[src/rtl/mem_arbiter.sv]
// Shares one line-wide memory port between the I-cache and D-cache miss interfaces.
// One transaction at a time; the response is steered back to the granted side only.
module mem_arbiter #(
  parameter int ADDR_W = 16,
  parameter int LINE_W = 128,
  parameter bit RR     = 1'b0
) (
  input  logic              clk,
  input  logic              reset,
  input  logic              i_read,
  input  logic              i_write,
  input  logic [ADDR_W-1:0] i_addr,
  input  logic [LINE_W-1:0] i_wdata,
  output logic [LINE_W-1:0] i_rdata,
  output logic              i_resp,
  input  logic              d_read,
  input  logic              d_write,
  input  logic [ADDR_W-1:0] d_addr,
  input  logic [LINE_W-1:0] d_wdata,
  output logic [LINE_W-1:0] d_rdata,
  output logic              d_resp,
  output logic              m_read,
  output logic              m_write,
  output logic [ADDR_W-1:0] m_addr,
  output logic [LINE_W-1:0] m_wdata,
  input  logic [LINE_W-1:0] m_rdata,
  input  logic              m_resp
);

  typedef enum logic [1:0] {IDLE, BUSY, RELEASE} state_e;

  state_e              state_q, state_d;
  logic                g_q, g_d;
  logic                lg_q, lg_d;
  logic                wr_q, wr_d;
  logic [ADDR_W-1:0]   addr_q, addr_d;
  logic [LINE_W-1:0]   wdata_q, wdata_d;
  logic [LINE_W-1:0]   i_rdata_q, i_rdata_d;
  logic [LINE_W-1:0]   d_rdata_q, d_rdata_d;

  logic i_req, d_req, win, done;

  assign i_req = i_read | i_write;
  assign d_req = d_read | d_write;

  // Winner encoding: 1 = D side, 0 = I side.
  always_comb begin
    if (i_req && d_req) begin
      win = RR ? ~lg_q : 1'b1;
    end else begin
      win = d_req;
    end
  end

  assign done = (state_q == BUSY) && m_resp && !reset;

  always_comb begin
    state_d   = state_q;
    g_d       = g_q;
    lg_d      = lg_q;
    wr_d      = wr_q;
    addr_d    = addr_q;
    wdata_d   = wdata_q;
    i_rdata_d = i_rdata_q;
    d_rdata_d = d_rdata_q;
    unique case (state_q)
      IDLE: begin
        if (i_req || d_req) begin
          state_d = BUSY;
          g_d     = win;
          lg_d    = win;
          wr_d    = win ? d_write : i_write;
          addr_d  = win ? d_addr  : i_addr;
          wdata_d = win ? d_wdata : i_wdata;
        end
      end
      BUSY: begin
        if (m_resp) begin
          state_d = RELEASE;
          if (g_q) begin
            d_rdata_d = m_rdata;
          end else begin
            i_rdata_d = m_rdata;
          end
        end
      end
      RELEASE: state_d = IDLE;
      default: state_d = IDLE;
    endcase
  end

  always_ff @(posedge clk) begin
    if (reset) begin
      state_q   <= IDLE;
      g_q       <= 1'b0;
      lg_q      <= 1'b0;
      wr_q      <= 1'b0;
      addr_q    <= '0;
      wdata_q   <= '0;
      i_rdata_q <= '0;
      d_rdata_q <= '0;
    end else begin
      state_q   <= state_d;
      g_q       <= g_d;
      lg_q      <= lg_d;
      wr_q      <= wr_d;
      addr_q    <= addr_d;
      wdata_q   <= wdata_d;
      i_rdata_q <= i_rdata_d;
      d_rdata_q <= d_rdata_d;
    end
  end

  // Strobes come only from the latched op; requester changes mid-transaction are ignored.
  assign m_read  = (state_q == BUSY) && !wr_q;
  assign m_write = (state_q == BUSY) && wr_q;
  assign m_addr  = addr_q;
  assign m_wdata = wdata_q;

  assign i_resp  = done && !g_q;
  assign d_resp  = done && g_q;
  assign i_rdata = (done && !g_q) ? m_rdata : i_rdata_q;
  assign d_rdata = (done && g_q)  ? m_rdata : d_rdata_q;

endmodule

[config.mk]
export PLATFORM = sky130hd
export DESIGN_NAME = mem_arbiter
export DESIGN_NICKNAME = d
export VERILOG_FILES = /design/src/rtl/mem_arbiter.sv
export SDC_FILE = /design/constraint.sdc
export NUM_CORES = 1
export LEC_CHECK = 0
export ABC_AREA = 0
export BUFFER_PORTS_ARGS = -buffer_cell sky130_fd_sc_hd__clkbuf_2
export CAP_MARGIN = 10
export CORE_AREA = 5 5 316 318
export DETAILED_ROUTE_END_ITERATION = 12
export DIE_AREA = 0 0 321 323
export PLACE_DENSITY = 0.37
export RECOVER_POWER = 100
export SLEW_MARGIN = 20
export SYNTH_ARGS = -nofsm -noshare
export SYNTH_HDL_FRONTEND = slang
export SYNTH_SLANG_ARGS = --single-unit
[constraint.sdc]
create_clock -name clk -period 2.6 [get_ports clk]
set_clock_uncertainty 0.2 [all_clocks]
set_input_delay 0.39 -clock clk [delete_from_list [all_inputs] [get_ports clk]]
set_output_delay 0.39 -clock clk [all_outputs]
set_load 0.01 [all_outputs]
==> results.json, run 1 <==
{
  "cts_tree": "yes",
  "ys_ff_latch": 404,
  "setup_viol": 257,
  "start_util": 0.184,
  "cp.required_ns": 2.01,
  "drt_pass1_iterations": 5,
  "cts_htree_levels": 2,
  "yosysWarningCount": 0,
  "fmaxAchievable_ghz": 0.334,
  "power.density_nw_per_um2": 555,
  "start_kind": "register",
  "ys_seq_area_frac": 0.456,
  "avgSynthCellArea_um2": 11.5,
  "drt_iter0_drc": 769,
  "die_y_um": 323,
  "grt_start_max_net_pins": 148,
  "io_pins": 827,
  "critPathArrivalTime_ns": 2.41,
  "layout_setup_ws_ns": -0.398,
  "diodes": 0,
  "cts_root_buf": "clkbuf_16",
  "mostFrequentLayoutCell": "clkbuf_2",
  "setup_tns_ns": -81.97,
  "final.period_utilization": 1.15,
  "rsz0062_at_grt": "yes",
  "routed-via-count": 17600,
  "die_area_um2": 104000,
  "hold_viol": 0,
  "path_max_fanout": 23,
  "routed_wl_mm": 84.9,
  "first_global_vias": 18300,
  "coreArea_um2": 96300,
  "wl_per_cell_um": 20.9,
  "io_buffers": 826,
  "grt_pass1_wl_mm": 118,
  "vias_per_cell": 4.33,
  "cts_buffers": 50,
  "placementRows": 114,
  "fillCellCount": 9822,
  "yosys.area.top_type": "dfxtp_1",
  "slew_violations": 0,
  "synth.distinct_cells": 27,
  "synthTopCellsByArea": "dfxtp_1 (46%), a22o_1 (13%), mux2_2 (10%), mux2i_1 (8.1%), mux2_1 (6.0%)",
  "status": "complete, but fails checks",
  "relSlewSlack": 0.255,
  "clock_path_buffers": 3,
  "synth_cells": 1538,
  "dp_cells": 3558,
  "clk_pin_slew_worst_paths_ns": 0.06,
  "dpl_cell_area_um2": 23600,
  "dp_hpwl_mm": 59.2,
  "synth_area_um2": 17700,
  "die_w_um": 321,
  "cap_violations": 0,
  "layout_common_cells": "clkbuf_2 (629), dfxtp_1 (403), dlygate4sd3_1 (351)",
  "post-place-ws_ns": -0.0451,
  "drtAntennaViolNets": 0,
  "critPathKind": "reg2out",
  "ir_worst_vdd_mv": 0.387,
  "final-instance-count-excl-fill": 4062,
  "final_area_um2": 31100,
  "grt-ovfl-total": 0,
  "worstMarginPinSlew_ns": 1.12,
  "insertion_delay_ns": 0.58,
  "hp-class": "in2reg",
  "p_total_mw": 17.3,
  "synth_top_area_share": 0.456,
  "drcViolationCount": 0,
  "area_delta_synth_final_pct": 75.8,
  "fin_nets": 3172,
  "antenna_found_initial": 4,
  "cp-end-kind": "primary output",
  "globalRouteTotalUtil": 0.146,
  "gp_congestion": 0.813,
  "r2r_slack_ns": 0.17,
  "violations": "setup timing",
  "syn-num-nets": 1961,
  "leakagePower_nw": 13.6,
  "cts_sinks": 404,
  "fin_crit_ns": 3.00,
  "drive_gt1_frac": 0.449
}
## critical path, cell delays in order, from the launching register on
cell	delay, ns
dfxtp_2	0.32
and4bb_2	0.33
and2_4	0.19
buf_12	0.15
buf_16	0.15
buf_12	0.17
mux2_2	0.35
clkbuf_2	0.13
## logic make-up after synthesis
group / share of synthesized area
AND/OR/NAND/NOR: 0.00417
flip-flops: 0.456
buffers and inverters: 0.0496
multiplexers: 0.244
AO/OA/AOI/OAI: 0.246
## state kept, by name, summed over array words and instances (netlist names)
name	flops
g_q	1
d_rdata_q	128
i_rdata_q	128
m_addr	16
state_q	2
m_wdata	128
wr_q	1
## cell type report
| cell class | instances | area [µm²] | share of cell area |
|---|---|---|---|
| timing repair buffer | 1326 | 10400 | 0.335 |
| multi-input combinational | 965 | 9410 | 0.302 |
| sequential | 404 | 8090 | 0.260 |
| tap | 1276 | 1600 | 0.0513 |
| clock buffer | 82 | 1540 | 0.0495 |
| clock inverter | 7 | 66.3 | 0.00213 |
| inverter | 2 | 7.51 | 0.000241 |
## Yosys cell counts (all sizes together)
library cell and n:
dfxtp 404, a22o 256, mux2 256, a21oi 147, a211oi 145, mux2i 144, buf 101, clkbuf 66
nor2 5, and2 2, inv 2, a2111oi 1, a31oi 1, a41oi 1, and3 1, and4bb 1
nor2b 1, nor3b 1, o21ai 1, o31ai 1, or4 1
## layer usage
metal / vias up / GRT usage / wire length (µm) / share of wire
met5: - / 0 / 27 / 0.00032
met4: 4 / 0.0402 / 2270 / 0.027
met3: 101 / 0.0352 / 5190 / 0.061
met2: 604 / 0.263 / 43100 / 0.51
met1: 8519 / 0.173 / 34400 / 0.40
li1: 8354 / - / - / -
## power by group
group	switching [mW]	total, mW	internal, mW
clock network	2.79	6.82	4.03
registers	0.215	6.80	6.59
logic	1.83	3.67	1.84
## path summary, 6_finish.rpt
| path | to | start | depth (start not counted) |
|---|---|---|---|
| max | d_rdata[106] | state_q[1] | 7 |
| max reg2reg | i_rdata_q[4] | state_q[1] | 11 |
| min reg2reg | i_rdata_q[13] | i_rdata_q[13] | 1 |
| min | m_wdata[49] | d_wdata[49] | 3 |
## what timing repair did
item	CTS	global route
pin swaps	1	1
endpoints found under the hold margin	374	2
gates resized for setup	54	466
hold buffers	350	2
cloned	4	17
endpoints found under the setup margin	258	258
buffers inserted	14	34
## stage by stage
step / util / hold WS, ns
global route: 0.323 / 0.0147
global placement: 0.246 / 0.249
floorplan: - / 0.235
finish: 0.323 / 0.0280
CTS: 0.303 / -0.0777
detailed placement: 0.246 / 0.248
No activity file was read; power rests on OpenSTA's default activity.
==> run 2, diff against run 1 <==
BUFFER_PORTS_ARGS = default   (was -buffer_cell sky130_fd_sc_hd__clkbuf_2)
DONT_BUFFER_PORTS = 1   (was default)
PLACE_DENSITY = 0.3   (was 0.37)
==> results.json, run 2 (synthesized netlist as in run 1, its figures left out) <==
{
  "status": "complete, but fails checks",
  "violations": "hold timing, setup timing",
  "relSlewSlack": 0.339,
  "globalRouteTotalUtil": 0.145,
  "fillCellCount": 10000,
  "power_frac_seq": 0.415,
  "gp_congestion": 0.758,
  "rsz0062_at_grt": "yes",
  "critPathArrivalTime_ns": 2.32,
  "routed-via-count": 14600,
  "layout_common_cells": "dfxtp_1 (403), dlygate4sd3_1 (324), a22o_1 (256)",
  "grt_pass1_wl_mm": 112,
  "drt_iter0_drc": 745,
  "cts_buffers": 51,
  "leakagePower_nw": 10.3,
  "ir_worst_vdd_mv": 0.427,
  "dp_hpwl_mm": 51.8,
  "clock_path_buffers": 3,
  "critPathKind": "reg2out",
  "p_total_mw": 17.1,
  "setup_tns_ns": -56.50,
  "cts_root_buf": "clkbuf_16",
  "crit_top_cell": "buf_16",
  "drcViolationCount": 0,
  "cts_htree_levels": 2,
  "drt_pass1_iterations": 4,
  "power.density_nw_per_um2": 648,
  "die_y_um": 323,
  "setup_viol": 259,
  "die_area_um2": 104000,
  "worstMarginPinSlew_ns": 0.978,
  "cts_tree": "yes",
  "p_sw_frac": 0.278,
  "final_util": 0.274,
  "area_delta_synth_final_pct": 48.8,
  "cap_violations": 0,
  "path_max_fanout": 13,
  "start_kind": "register",
  "pwr-share-clk": 0.429,
  "p_int_mw": 12.3,
  "switching_power_mw": 4.74,
  "fmaxAchievable_ghz": 0.343,
  "insertion_delay_ns": 0.62,
  "final.period_utilization": 1.12,
  "cp-end-kind": "primary output",
  "max_stage_delay_ns": 0.40,
  "cp_top_family": "simple AND/OR/NAND/NOR gates",
  "slowest_stage": "mux2_2",
  "layout_setup_ws_ns": -0.312,
  "critical_path.cell_chain": "and4bb_2, nor2b_4, buf_12, buf_16, buf_16, mux2_2",
  "io_pins": 827,
  "ctsHoldBuffers": 326,
  "fin_crit_ns": 2.91,
  "hp-class": "in2reg",
  "grt-ovfl-total": 0,
  "mostFrequentLayoutCell": "dfxtp_1",
  "hold_slack_ns": -0.145,
  "die_w_um": 321,
  "wl_per_cell_um": 26.5,
  "worst-path-buf-inv": 3,
  "first_global_vias": 14900,
  "start_util": 0.184,
  "placementRows": 114,
  "grt_start_max_net_pins": 147,
  "routed_wl_mm": 84.7,
  "hold_viol": 1,
  "dpl_cell_area_um2": 19200,
  "drive_gt1_frac": 0.278,
  "antenna_found_initial": 2,
  "io_buffers": 0,
  "cp.required_ns": 2.01,
  "slew_violations": 0,
  "final_area_um2": 26400,
  "cts_sinks": 404,
  "combinationalPowerShare": 0.156,
  "fin_nets": 2305,
  "clk_pin_slew_worst_paths_ns": 0.06,
  "drtAntennaViolNets": 0,
  "vias_per_cell": 4.57,
  "coreArea_um2": 96300
}
## run 2: layer usage
layer | routed length (µm) | vias up | part of all wire | GRT usage
met3 | 5410 | 103 | 0.064 | 0.0399
li1 | - | 6652 | - | -
met4 | 3040 | 0 | 0.036 | 0.0562
met2 | 43800 | 591 | 0.52 | 0.259
met1 | 32500 | 7274 | 0.38 | 0.164
met5 | 0 | - | 0 | 0
## run 2: layout make-up
cell class	instances	area, µm²	share of cell area
multi-input cells	966	9680	0.367
flip-flops and latches	404	8090	0.307
repair buffers	457	5270	0.200
well taps	1276	1600	0.0605
clock buffers	70	1460	0.0553
clock inverters	23	265	0.0101
inverters	2	7.51	0.000285
diodes	2	5.00	0.000190
## run 2: worst reg2reg max path, cell delays in order, from the launching register on
cell and delay (ns):
dfxtp_2 0.32, buf_4 0.14, inv_1 0.06, a41oi_1 0.78
dlygate4sd3_1 0.90, a22o_1 0.20
## run 2: stage by stage
stage	std cells	setup slack, ns
6_report	3200	-0.312
5_1_grt	3200	-0.428
4_1_cts	3155	-0.434
3_5_place_dp	2702	0.154
3_3_place_gp	2702	0.152
2_1_floorplan	1538	0.254
## run 2: power by group through the flow
stage                     clock network, mW  logic [mW]  registers (mW)
after global placement                    0        1.72            7.25
final                                  7.32        2.67            7.09
after floorplan                           0        1.35            7.00
after detailed placement                  0        1.73            7.24
after CTS                              7.65        2.51            7.11
after global routing                   7.86        2.86            7.13
## run 2: path summary, 6_finish.rpt
path | from | slack, ns | depth (start not counted) | end
min | m_resp | -0.14 | 1 | state_q[1]
max | state_q[1] | -0.31 | 6 | i_rdata[79]
min reg2reg | i_rdata_q[89] | 0.27 | 1 | i_rdata_q[89]
max reg2reg | state_q[1] | -0.06 | 5 | d_rdata_q[24]
## run 2: repair_timing
item	CTS	global route
hold endpoints to repair	404	1
setup endpoints to repair	257	367
setup buffers	19	38
gates resized for setup	189	215
pin swaps	0	2
gates cloned	15	20
==> run 3, diff against run 2 <==
clock period = 3 ns   (was 2.6 ns; I/O delays follow)
==> results.json, run 3 (synthesized netlist as in run 1, its figures left out) <==
{
  "status": "complete, but fails checks",
  "violations": "setup timing",
  "cts_root_buf": "clkbuf_16",
  "cts_htree_levels": 2,
  "die_y_um": 323,
  "rr_startpoint": "state_q[1]",
  "grt_start_max_net_pins": 147,
  "wl_per_cell_um": 26.8,
  "cts_tree": "yes",
  "mostFrequentLayoutCell": "dfxtp_1",
  "die_w_um": 321,
  "coreArea_um2": 96300,
  "setup_tns_ns": -6.71,
  "antenna_found_initial": 0,
  "cp_num_cells": 5,
  "min_to": "d_rdata_q[7]",
  "post-place-ws_ns": 0.281,
  "leakagePower_nw": 10.1,
  "clock_path_buffers": 3,
  "first_global_vias": 15300,
  "routed-via-count": 14400,
  "cts_sinks": 404,
  "dpl_cell_area_um2": 19100,
  "clk_pin_slew_worst_paths_ns": 0.06,
  "drtAntennaViolNets": 0,
  "final_area_um2": 26000,
  "rsz0062_at_grt": "yes",
  "drive_gt1_frac": 0.271,
  "area_delta_synth_final_pct": 46.9,
  "use_met3": 0.0398,
  "fmaxAchievable_ghz": 0.322,
  "cap_violations": 0,
  "gp_congestion": 0.759,
  "hold_viol": 0,
  "power.density_nw_per_um2": 561,
  "path_max_fanout": 17,
  "setup_viol": 110,
  "relSlewSlack": 0.435,
  "globalRouteTotalUtil": 0.149,
  "diodes": 0,
  "io_pins": 827,
  "reg2reg_to": "m_wdata[99]",
  "worst-path-buf-inv": 2,
  "min_from": "reset",
  "critPathKind": "reg2out",
  "vias_per_cell": 4.54,
  "reg2reg_depth": 6,
  "fillCellCount": 10000,
  "io_buffers": 0,
  "grt-ovfl-total": 0,
  "ir_worst_vdd_mv": 0.405,
  "cp.required_ns": 2.35,
  "cp-end-kind": "primary output",
  "whs_path_depth": 2,
  "r2r_slack_ns": 0.27,
  "worstMarginPinSlew_ns": 0.848,
  "fin_crit_ns": 3.11,
  "slowest_stage": "and2_4",
  "start_util": 0.184,
  "cts_buffers": 51,
  "drt_iter0_drc": 738,
  "busiest_layer": "met2",
  "dp_hpwl_mm": 52.0,
  "die_area_um2": 104000,
  "drt_pass1_iterations": 4,
  "hp-class": "in2reg",
  "final.period_utilization": 1.04,
  "grt_pass1_wl_mm": 115,
  "slew_violations": 0,
  "critical_path.cell_chain": "and4bb_2, and2_4, buf_12, buf_16, mux2_2",
  "layout_common_cells": "dfxtp_1 (402), dlygate4sd3_1 (306), a22o_1 (256)",
  "fin_nets": 2276,
  "cp_top_family": "simple AND/OR/NAND/NOR gates",
  "placementRows": 114,
  "max_stage_delay_ns": 0.39,
  "critPathArrivalTime_ns": 2.46,
  "use_met1": 0.166,
  "layout_setup_ws_ns": -0.106,
  "routed_wl_mm": 84.8,
  "insertion_delay_ns": 0.61,
  "start_kind": "register",
  "use_met2": 0.274,
  "drcViolationCount": 0
}
==> run 3: changes by cell type in the layout (fill, tap and decap cells not counted), sizes merged <==
cell	change
buf	-1
dlygate4sd3	-18
inv	-2
diode	-2
clkinv	-3
clkbuf	-6
clkinvlp	+2
bufinv	-2
==> run 3: worst register-to-register path: stages (launching register included) <==
cell	delay, ns
dfxtp_4	0.33
buf_4	0.15
nor2_4	0.16
and2_4	0.69
buf_12	0.37
a211oi_2	0.14
dlygate4sd3_1	0.57
==> run 3: through the flow <==
stage	hold WS (ns)	cells	total power [mW]	util
final	0.129	3168	14.6	0.270
after floorplan	0.235	1538	7.23	-
after global placement	0.249	2691	7.78	0.198
after global routing	0.109	3168	15.2	0.270
after detailed placement	0.253	2691	7.79	0.198
after CTS	0.00715	3150	14.9	0.266
==> run 3: layout make-up <==
class                           instances  area, µm²  area share
Sequential cell                       404       8090       0.311
Multi-Input combinational cell        966       9570       0.368
Timing Repair Buffer                  428       5110       0.196
Inverter                                2       7.51    0.000288
Clock inverter                         18        166     0.00639
Clock buffer                           74       1490      0.0574
Tap cell                             1276       1600      0.0613
==> run 3: power by group <==
group / leakage [nW] / total, mW / switching [mW] / internal [mW]
Sequential: 3.31 / 6.14 / 0.433 / 5.71
Combinational: 5.96 / 2.27 / 1.07 / 1.20
Clock: 0.816 / 6.18 / 2.56 / 3.62
==> run 3: worst max path at each step <==
stage / from / to / slack [ns]
floorplan: reset / i_rdata[126] / 0.53
global placement: reset / d_rdata[65] / 0.25
detailed placement: reset / d_rdata[65] / 0.28
CTS: state_q[1] / d_rdata[48] / -0.26
global route: state_q[1] / d_rdata[65] / -0.23
finish: state_q[1] / d_rdata[87] / -0.11
==> run 3: repair_timing <==
action	4_1_cts	5_1_grt
gates cloned	22	14
endpoints found under the setup margin	248	232
setup buffers	38	19
pin swaps	0	1
gates resized for setup	257	105
hold buffers	308	0
endpoints found under the hold margin	404	0
==> run 3: metal layers <==
metal	up-vias	wire length (µm)	share of wire
met3	113	5770	0.068
met4	0	2960	0.035
met1	7083	32100	0.38
met5	-	0	0
met2	615	43900	0.52
li1	6581	-	-
